File: config.mk
export PLATFORM = sky130hd
export DESIGN_NAME = rv_instr_encoder_flat
export DESIGN_NICKNAME = d
export VERILOG_FILES = /design/src/rtl/rv_instr_encoder_if.sv /design/src/rtl/rv_instr_encoder.sv /design/src/flat_wrapper.sv
export SDC_FILE = /design/constraint.sdc
export NUM_CORES = 1
export LEC_CHECK = 0
export CORE_MARGIN = 4
export CORE_UTILIZATION = 44
export DETAILED_ROUTE_END_ITERATION = 16
export PLACE_DENSITY = 0.8
export SYNTH_ARGS = -nofsm -noshare
export SYNTH_HDL_FRONTEND = slang
export SYNTH_SLANG_ARGS = --single-unit
File: constraint.sdc
create_clock -name clk -period 2.4 [get_ports clk]
set_input_delay 0.48 -clock clk [delete_from_list [all_inputs] [get_ports clk]]
set_output_delay 0.48 -clock clk [all_outputs]
set_load 0.02 [all_outputs]
File: src/rtl/rv_instr_encoder_if.sv
// Request and instruction-memory write channels of the RV32I instruction encoder.
// The master modport is the requester/memory side; the slave modport is the encoder.
interface rv_instr_encoder_if #(
  parameter int unsigned ADDR_W = 10
);
  logic              req_valid;
  logic              req_ready;
  logic [1:0]        req_kind;
  logic [4:0]        req_rd;
  logic [4:0]        req_rs1;
  logic [4:0]        req_rs2;
  logic [2:0]        req_funct3;
  logic [6:0]        req_funct7;
  logic [12:0]       req_imm;
  logic              mem_wvalid;
  logic              mem_wready;
  logic [ADDR_W-1:0] mem_waddr;
  logic [31:0]       mem_wdata;

  modport master (
    output req_valid, req_kind, req_rd, req_rs1, req_rs2, req_funct3, req_funct7, req_imm,
    input  req_ready,
    input  mem_wvalid, mem_waddr, mem_wdata,
    output mem_wready
  );

  modport slave (
    input  req_valid, req_kind, req_rd, req_rs1, req_rs2, req_funct3, req_funct7, req_imm,
    output req_ready,
    output mem_wvalid, mem_waddr, mem_wdata,
    input  mem_wready
  );
endinterface

File: src/rtl/rv_instr_encoder.sv
// Encodes LOAD/STORE/BRANCH/R-TYPE field requests into RV32I words and streams them
// into instruction memory at consecutive word addresses, one registered word in flight.
module rv_instr_encoder #(
  parameter int unsigned ADDR_W = 10,
  parameter int unsigned DEPTH  = 1024
) (
  input  logic              clk,
  input  logic              rst,
  input  logic              start,
  rv_instr_encoder_if.slave bus,
  output logic [ADDR_W:0]   count,
  output logic              full,
  output logic              err
);

  localparam int unsigned CNT_W = ADDR_W + 1;
  localparam logic [CNT_W-1:0] DEPTH_C = CNT_W'(DEPTH);
  localparam logic [CNT_W-1:0] ONE_C   = CNT_W'(1);

  localparam logic [1:0] KIND_LOAD   = 2'b00;
  localparam logic [1:0] KIND_STORE  = 2'b01;
  localparam logic [1:0] KIND_BRANCH = 2'b10;

  localparam logic [6:0] OP_LOAD   = 7'b0000011;
  localparam logic [6:0] OP_STORE  = 7'b0100011;
  localparam logic [6:0] OP_BRANCH = 7'b1100011;
  localparam logic [6:0] OP_RTYPE  = 7'b0110011;

  typedef enum logic [1:0] {
    IDLE = 2'd0,
    RUN  = 2'd1,
    FULL = 2'd2
  } state_t;

  state_t            state_q, state_d;
  logic [CNT_W-1:0]  count_q, count_d;
  logic              full_q, full_d;
  logic              err_q, err_d;
  logic              wvalid_q, wvalid_d;
  logic [ADDR_W-1:0] waddr_q, waddr_d;
  logic [31:0]       wdata_q, wdata_d;

  logic              ready_c;
  logic              accept_c;
  logic              legal_c;
  logic [31:0]       enc_c;

  // Start always wins, so a same-cycle request is never handshaken.
  assign ready_c  = (state_q == RUN) && (count_q < DEPTH_C) &&
                    (!wvalid_q || bus.mem_wready) && !start;
  assign accept_c = bus.req_valid && ready_c;

  // Instruction formatting and immediate legality check.
  always_comb begin
    enc_c   = '0;
    legal_c = 1'b1;
    case (bus.req_kind)
      KIND_LOAD: begin
        enc_c   = {bus.req_imm[11:0], bus.req_rs1, bus.req_funct3, bus.req_rd, OP_LOAD};
        legal_c = (bus.req_imm[12] == bus.req_imm[11]);
      end
      KIND_STORE: begin
        enc_c   = {bus.req_imm[11:5], bus.req_rs2, bus.req_rs1, bus.req_funct3,
                   bus.req_imm[4:0], OP_STORE};
        legal_c = (bus.req_imm[12] == bus.req_imm[11]);
      end
      KIND_BRANCH: begin
        enc_c   = {bus.req_imm[12], bus.req_imm[10:5], bus.req_rs2, bus.req_rs1, bus.req_funct3,
                   bus.req_imm[4:1], bus.req_imm[11], OP_BRANCH};
        legal_c = (bus.req_imm[0] == 1'b0);
      end
      default: begin
        enc_c   = {bus.req_funct7, bus.req_rs2, bus.req_rs1, bus.req_funct3, bus.req_rd, OP_RTYPE};
        legal_c = 1'b1;
      end
    endcase
  end

  // Next-state: output slot drains on mem_wready and is refilled by a legal accept.
  always_comb begin
    state_d  = state_q;
    count_d  = count_q;
    err_d    = err_q;
    wvalid_d = wvalid_q;
    waddr_d  = waddr_q;
    wdata_d  = wdata_q;
    if (start) begin
      state_d  = RUN;
      count_d  = '0;
      err_d    = 1'b0;
      wvalid_d = 1'b0;
    end else begin
      if (wvalid_q && bus.mem_wready) begin
        wvalid_d = 1'b0;
      end
      if (accept_c) begin
        if (legal_c) begin
          wvalid_d = 1'b1;
          waddr_d  = count_q[ADDR_W-1:0];
          wdata_d  = enc_c;
          count_d  = count_q + ONE_C;
          if (count_d == DEPTH_C) begin
            state_d = FULL;
          end
        end else begin
          err_d = 1'b1;
        end
      end
    end
    full_d = (count_d == DEPTH_C);
  end

  always_ff @(posedge clk or posedge rst) begin
    if (rst) begin
      state_q  <= IDLE;
      count_q  <= '0;
      full_q   <= 1'b0;
      err_q    <= 1'b0;
      wvalid_q <= 1'b0;
      waddr_q  <= '0;
      wdata_q  <= '0;
    end else begin
      state_q  <= state_d;
      count_q  <= count_d;
      full_q   <= full_d;
      err_q    <= err_d;
      wvalid_q <= wvalid_d;
      waddr_q  <= waddr_d;
      wdata_q  <= wdata_d;
    end
  end

  assign bus.req_ready  = ready_c;
  assign bus.mem_wvalid = wvalid_q;
  assign bus.mem_waddr  = waddr_q;
  assign bus.mem_wdata  = wdata_q;
  assign count          = count_q;
  assign full           = full_q;
  assign err            = err_q;

endmodule

File: src/flat_wrapper.sv
// flat-port wrapper written by rule: the top's interface ports become plain ports
module rv_instr_encoder_flat 
#(
  parameter int unsigned ADDR_W = 10,
  parameter int unsigned DEPTH  = 1024
)
  (clk, rst, start, count, full, err, bus_req_valid, bus_req_kind, bus_req_rd, bus_req_rs1, bus_req_rs2, bus_req_funct3, bus_req_funct7, bus_req_imm, bus_req_ready, bus_mem_wvalid, bus_mem_waddr, bus_mem_wdata, bus_mem_wready);
  rv_instr_encoder_if #(.ADDR_W(ADDR_W)) bus_i ();
  input  logic clk;
  input  logic rst;
  input  logic start;
  output logic [ADDR_W:0] count;
  output logic full;
  output logic err;
  input wire logic [$bits(bus_i.req_valid)-1:0] bus_req_valid;
  input wire logic [$bits(bus_i.req_kind)-1:0] bus_req_kind;
  input wire logic [$bits(bus_i.req_rd)-1:0] bus_req_rd;
  input wire logic [$bits(bus_i.req_rs1)-1:0] bus_req_rs1;
  input wire logic [$bits(bus_i.req_rs2)-1:0] bus_req_rs2;
  input wire logic [$bits(bus_i.req_funct3)-1:0] bus_req_funct3;
  input wire logic [$bits(bus_i.req_funct7)-1:0] bus_req_funct7;
  input wire logic [$bits(bus_i.req_imm)-1:0] bus_req_imm;
  output wire logic [$bits(bus_i.req_ready)-1:0] bus_req_ready;
  output wire logic [$bits(bus_i.mem_wvalid)-1:0] bus_mem_wvalid;
  output wire logic [$bits(bus_i.mem_waddr)-1:0] bus_mem_waddr;
  output wire logic [$bits(bus_i.mem_wdata)-1:0] bus_mem_wdata;
  input wire logic [$bits(bus_i.mem_wready)-1:0] bus_mem_wready;
  assign bus_i.req_valid = bus_req_valid;
  assign bus_i.req_kind = bus_req_kind;
  assign bus_i.req_rd = bus_req_rd;
  assign bus_i.req_rs1 = bus_req_rs1;
  assign bus_i.req_rs2 = bus_req_rs2;
  assign bus_i.req_funct3 = bus_req_funct3;
  assign bus_i.req_funct7 = bus_req_funct7;
  assign bus_i.req_imm = bus_req_imm;
  assign bus_req_ready = bus_i.req_ready;
  assign bus_mem_wvalid = bus_i.mem_wvalid;
  assign bus_mem_waddr = bus_i.mem_waddr;
  assign bus_mem_wdata = bus_i.mem_wdata;
  assign bus_i.mem_wready = bus_mem_wready;
  rv_instr_encoder #(.ADDR_W(ADDR_W), .DEPTH(DEPTH)) u_core (.clk(clk), .rst(rst), .start(start), .bus(bus_i), .count(count), .full(full), .err(err));
endmodule
# [Word-level counts from Yosys, hierarchy flattened]
# Cells that the tools add are included.
# W data, S select, Z words.
[op_classes] n_addsub=1 n_lt_le_gt_ge=1 n_eq_ne=7 muxes=16 bitwise=2 n_reduce_logical=16
[ops] operator="$pmux W32 S3" count=1
[ops] operator="$mux W11" count=3
[ops] operator="$eq A11 B11 Y1 const B" count=2
[ops] operator="$add A11 B1 Y11 const B" count=1
[ops] operator="$lt A11 B11 Y1 const B" count=1
[ops] operator="$mux W2" count=4
[ops] operator="$mux W1" count=7
[ops] operator="$reduce_and A3 Y1" count=2
[ops] operator="$reduce_bool A2 Y1" count=3
[ops] operator="$logic_and A1 B1 Y1" count=5
[ops] operator="$eq A2 B1 Y1 const B" count=2
[ops] operator="$eq A2 B2 Y1 const B" count=1
[ops] operator="$logic_not A1 Y1" count=2
[ops] operator="$logic_not A2 Y1" count=1
[ops] operator="$ne A2 B2 Y1 const B" count=1
[ops] operator="$not A1 Y1" count=2
[ops] operator="$pmux W1 S2" count=1
[ops] operator="$reduce_and A2 Y1" count=1
[ops] operator="$reduce_or A2 Y1" count=1
[ops] operator="$eq A1 B1 Y1" count=1
[ops] operator="$logic_or A1 B1 Y1" count=1
[totals] regBits=58 inputBits=45 output_inout_bits=57 elab_cells=50

# [Depth between registers and ports, before layout]
# Gate-level depths: netlist (run 1).
[logic_depth] depth_word=8 ltp_mapped=8

# [Worst setup path before layout (run 1)]
# OpenSTA, ideal clock, no wires.
[synth_timing] kind="register to register" startpoint="register u_core.count_q[1] (netlist: u_core.count[1])" endpoint="register u_core.full_q (netlist: u_core.full)" arrival_ns=1.978 required_time_ns=2.299 slack_ns=0.321 stages_incl_launch_ff=7 n_path_buf=0 period_less_slack_ns=2.079 cell_sequence="dfrtp_1 ha_1 nand3_1 or4_1 a211oi_1 a211oi_1 nor4_1"
[synth_between] elab_chain_len=8 word_cells_on_any_way=10
[synth_rtl] element="start, declared" line="rv_instr_encoder.sv:36" rtl="logic [CNT_W-1:0] count_q, count_d;"
[synth_rtl] element="start signal, assigned" line="rv_instr_encoder.sv:124" rtl="count_q <= count_d;"
[synth_rtl] element="$lt A11 B11 Y1" line="rv_instr_encoder.sv:49" rtl="assign ready_c = (state_q == RUN) && (count_q < DEPTH_C) &&"
[synth_rtl] element="$logic_and A1 B1 Y1 (2 in a row)" line="rv_instr_encoder.sv:49"
[synth_rtl] element="$logic_and A1 B1 Y1" line="rv_instr_encoder.sv:50" rtl="(!wvalid_q || bus.mem_wready) && !start;"
[synth_rtl] element="$logic_and A1 B1 Y1" line="rv_instr_encoder.sv:51" rtl="assign accept_c = bus.req_valid && ready_c;"
[synth_rtl] element="$mux W11 *" line="rv_instr_encoder.sv:96" rtl="if (accept_c) begin"
[synth_rtl] element="$mux W11 *" line="rv_instr_encoder.sv:87" rtl="if (start) begin"
[synth_rtl] element="$eq A11 B11 Y1 *" line="rv_instr_encoder.sv:110" rtl="full_d = (count_d == DEPTH_C);"
[synth_rtl] element="via u_core.full_d" line="rv_instr_encoder.sv:37" rtl="logic full_q, full_d;"
[synth_rtl] element="end signal, assigned" line="rv_instr_encoder.sv:125" rtl="full_q <= full_d;"
[synth_rtl] element="end, declared" line="rv_instr_encoder.sv:37"
# Mark *: on every way through the listed nets, which the timed path passes. The rest lies on a longest branch.
# A chain may end at the register's enable or synchronous reset.

# [Worst setup path after layout (run 1)]
[layout_timing] startpoint="input start" endpoint="register u_core.full_q (netlist: u_core.full)"
[layout_between] elab_chain_len=6
[layout_rtl] element="start, declared" line="flat_wrapper.sv:11" rtl="input logic start;"
[layout_rtl] element="$logic_not A1 Y1" line="rv_instr_encoder.sv:50"
[layout_rtl] element="$logic_and A1 B1 Y1" line="rv_instr_encoder.sv:50"
[layout_rtl] element="$logic_and A1 B1 Y1" line="rv_instr_encoder.sv:51"
[layout_rtl] element="$mux W11" line="rv_instr_encoder.sv:96"
[layout_rtl] element="$mux W11 *" line="rv_instr_encoder.sv:87"
[layout_rtl] element="$eq A11 B11 Y1 *" line="rv_instr_encoder.sv:110"
[layout_rtl] element="via u_core.full_d" line="rv_instr_encoder.sv:37"
# Marked as above.

==> impl_metrics.py, run 1 <==
metrics = {
    "clock_tree": {
        "cts_hold_buf": 0,
        "clock_latency_ns": 0.31,
        "clock_sinks": 55,
        "cts_buffers": 5,
        "clockRootBuffer": "clkbuf_8",
        "path_clk_slew_ns": 0.10,
        "cts_buffer_depth": 2,
        "cts_tree": "built",
        "htree_levels": 2,
    },
    "synthesis": {
        "synth_top_area_cell": "dfrtp_1",
        "ys_async_sr_fraction_pct": 100,
        "synth_cell_types": 38,
        "synth_area_leaders": "dfrtp_1 50%, nand2_1 12%, mux2i_1 6.6%",
        "yosysSeqAreaShare_pct": 50.3,
        "ys.flop_type": "dfrtp_1",
        "ys_ff_latch": 55,
        "avgSynthCellArea_um2": 9.17,
        "yosysMostFrequentCell": "nand2_1",
        "synth_cells": 298,
        "syn_area_um2": 2730,
        "ys_warn_count": 0,
        "synth_top_area_share_pct": 50.3,
        "synth_edf_count": 0,
        "synthTopCellsByCount": "84 x nand2_1, 55 x dfrtp_1, 27 x o21ai_0, 18 x mux2i_1, 15 x nor2_1",
    },
    "sta": {
        "finalMaxSlewViolations": 0,
        "worst_slack_ns": 0.117,
        "rsz0062_at_grt": "no",
        "hold_viol": 0,
        "setup_viol": 0,
        "worst_pin_slew_ns": 0.504,
        "fmax_mhz": 438,
        "relSlewSlack_pct": 66.4,
        "final_min_period_over_clock_period_pct": 95.1,
        "finClkSkew_ns": 0.00755,
        "period_minus_slack_ns": 2.28,
    },
    "global_route": {
        "grt_pass1_wl_um": 12100,
        "antenna_found_initial": 0,
        "grt_max_degree": 42,
        "grt.total_usage_pct": 20.3,
        "grt_overflow_total": 0,
        "first_global_vias": 2480,
    },
    "outcome": {
        "outcome": "completed",
    },
    "power": {
        "vdd_drop_max_uv": 457,
        "sequentialPowerShare_pct": 43.2,
        "combPwrFrac_pct": 28.5,
        "powerDensity_nw_per_um2": 633,
        "switching_share_pct": 28.7,
        "leakage_nw": 1.79,
        "clock_power_share_pct": 28.2,
        "cell_internal_pwr_mw": 1.81,
        "p_switching_uw": 728,
    },
    "drt": {
        "drc_errors": 0,
        "drt_first_pass_iters": 5,
        "ant_nets": 0,
        "drt_iter0_drc": 295,
        "wl_um": 7330,
        "avgRoutedWirePerCell_um": 15.3,
        "vias": 2514,
        "viasPerCell": 5.25,
    },
    "floorplan": {
        "io_pins": 102,
        "fp.dieW_um": 86.8,
        "coreArea_um2": 5990,
        "fp.dieArea_um2": 7540,
        "die_h_um": 86.8,
        "rows": 28,
        "initial_core_util_pct": 45.6,
    },
    "critical_path": {
        "worst_setup_path_end_kind": "flip-flop",
        "cp_max_fo": 6,
        "critPathKind": "in -> reg",
        "cp-start-kind": "input pin",
        "cp.arrival_ns": 2.47,
        "required_ns": 2.59,
    },
    "finish": {
        "nets": 449,
        "n_antenna_cell": 0,
        "fillers": 480,
        "synthToLayoutAreaGrowth_pct": 46.8,
        "fin_area_um2": 4010,
        "layout-drive-gt1-share_pct": 9.16,
    },
    "placement": {
        "place_area_um2": 3870,
        "dp_hpwl_um": 5450,
        "dp_slack_ns": -0.124,
        "io_buffers": 99,
        "routabilityCongestion": 0.955,
    },
    "hold_path": {
        "min_path_type": "in -> async",
    },
    "job": {
        "drv_cap": 0,
    },
}
==> final cells by class <==
class	instances	area, um^2	area share (%)
Multi-Input combinational cell	216	1240	30.8
Timing Repair Buffer	122	1160	29.0
Clock buffer	6	72.6	1.81
Clock inverter	2	60.1	1.50
Sequential cell	55	1380	34.3
Tap cell	75	93.8	2.34
Inverter	3	11.3	0.281
==> per-stage QoR <==
step	power [mW]	setup TNS [ns]	util (%)	std cells	hold WS [ns]
after floorplan	1.45	0	-	299	0.451
after global placement	1.83	-0.108	64.7	471	0.457
after detailed placement	1.85	-0.328	64.7	471	0.462
after CTS	2.56	0	66.9	479	0.463
after global routing	2.67	0	67.0	479	0.475
final	2.54	0	67.0	479	0.450
==> power by group through the flow <==
stage,Sequential [mW],Combinational [mW],Clock [mW]
after global routing,1.11,0.777,0.776
after global placement,1.11,0.720,0
after CTS,1.10,0.733,0.729
after detailed placement,1.12,0.731,0
final,1.10,0.725,0.717
after floorplan,1.26,0.194,0
==> layer usage <==
layer | vias up | track usage, % | routed length (um)
li1 | 1212 | - | -
met4 | 0 | 4.96 | 95
met1 | 1190 | 26.9 | 2950
met2 | 100 | 34.2 | 3720
met3 | 12 | 4.18 | 564
met5 | - | 0 | 0
==> worst paths after layout <==
kind,startpoint,slack [ns],depth (start not counted),endpoint
worst max-delay path,start,0.12,7,u_core.full$_DFF_PP0_
worst min-delay path,rst,0.45,2,u_core.bus.mem_wdata[18]$_DFFE_PP0P_
worst max register to register,u_core.count[4]$_DFF_PP0_,0.26,5,u_core.full$_DFF_PP0_
worst min register to register,u_core.bus.mem_wdata[6]$_DFFE_PP0P_,0.48,2,u_core.bus.mem_wdata[6]$_DFFE_PP0P_
max in group asynchronous,rst,1.38,3,u_core.bus.mem_waddr[7]$_DFFE_PP0P_
min in group clk,u_core.bus.mem_wdata[6]$_DFFE_PP0P_,0.48,2,u_core.bus.mem_wdata[6]$_DFFE_PP0P_
==> cells by family after synthesis <==
kind of cell / count (synthesis) / synth area share (%)
other cells: 1 / 0.137
fa+ha+maj: 1 / 0.458
simple gates: 134 / 22.5
mux: 19 / 7.00
compound gates: 45 / 9.93
flops: 55 / 50.3
buf+inv: 28 / 4.81
xor+xnor: 15 / 4.81
==> state kept, by name, indices dropped and copies added (netlist names) <==
signal	count
u_core.bus.mem_waddr	10
u_core.count	11
u_core.err	1
u_core.bus.mem_wdata	29
u_core.bus.mem_wvalid	1
u_core.state_q	2
u_core.full	1
==> worst max-delay path: stages <==
cell and delay, ns:
clkdlybuf4s50_1 0.54, nor4b_4 0.07, and3_1 0.24, buf_4 0.17, a2111oi_0 0.47, a311oi_1 0.12
nor4_1 0.38
==> repair_timing <==
item / CTS / global route
pin swaps: 0 / 0
setup buffers: 0 / 0
setup endpoints to repair: 1 / 1
resized for setup: 1 / 1
==> layout by cell type, fill, tap and decap left out, types with 3 or more instances in the layout <==
cell type and count:
a211oi_1 5, a21oi_1 5, buf_4 23, clkbuf_8 5
clkdlybuf4s50_1 98, dfrtp_1 55, mux2i_1 18, nand2_1 84
nand2b_1 3, nand3_1 7, nand4_1 4, nor2_1 15
nor3_1 3, nor4_1 6, o21ai_0 27, xnor2_1 11
xor2_1 4
Note: power is estimated with default switching activity, not from simulation.
==> run 2, diff against run 1 <==
--- a/config.mk
+++ b/config.mk
@@ -5,6 +5,7 @@
 export SDC_FILE = /design/constraint.sdc
 export NUM_CORES = 1
 export LEC_CHECK = 0
+export ABC_CLOCK_PERIOD_IN_PS = 2400
 export CORE_MARGIN = 4
 export CORE_UTILIZATION = 44
 export DETAILED_ROUTE_END_ITERATION = 16
==> results of run 2 <==
The final DEF is identical to that of run 1; final timing and power are the same.
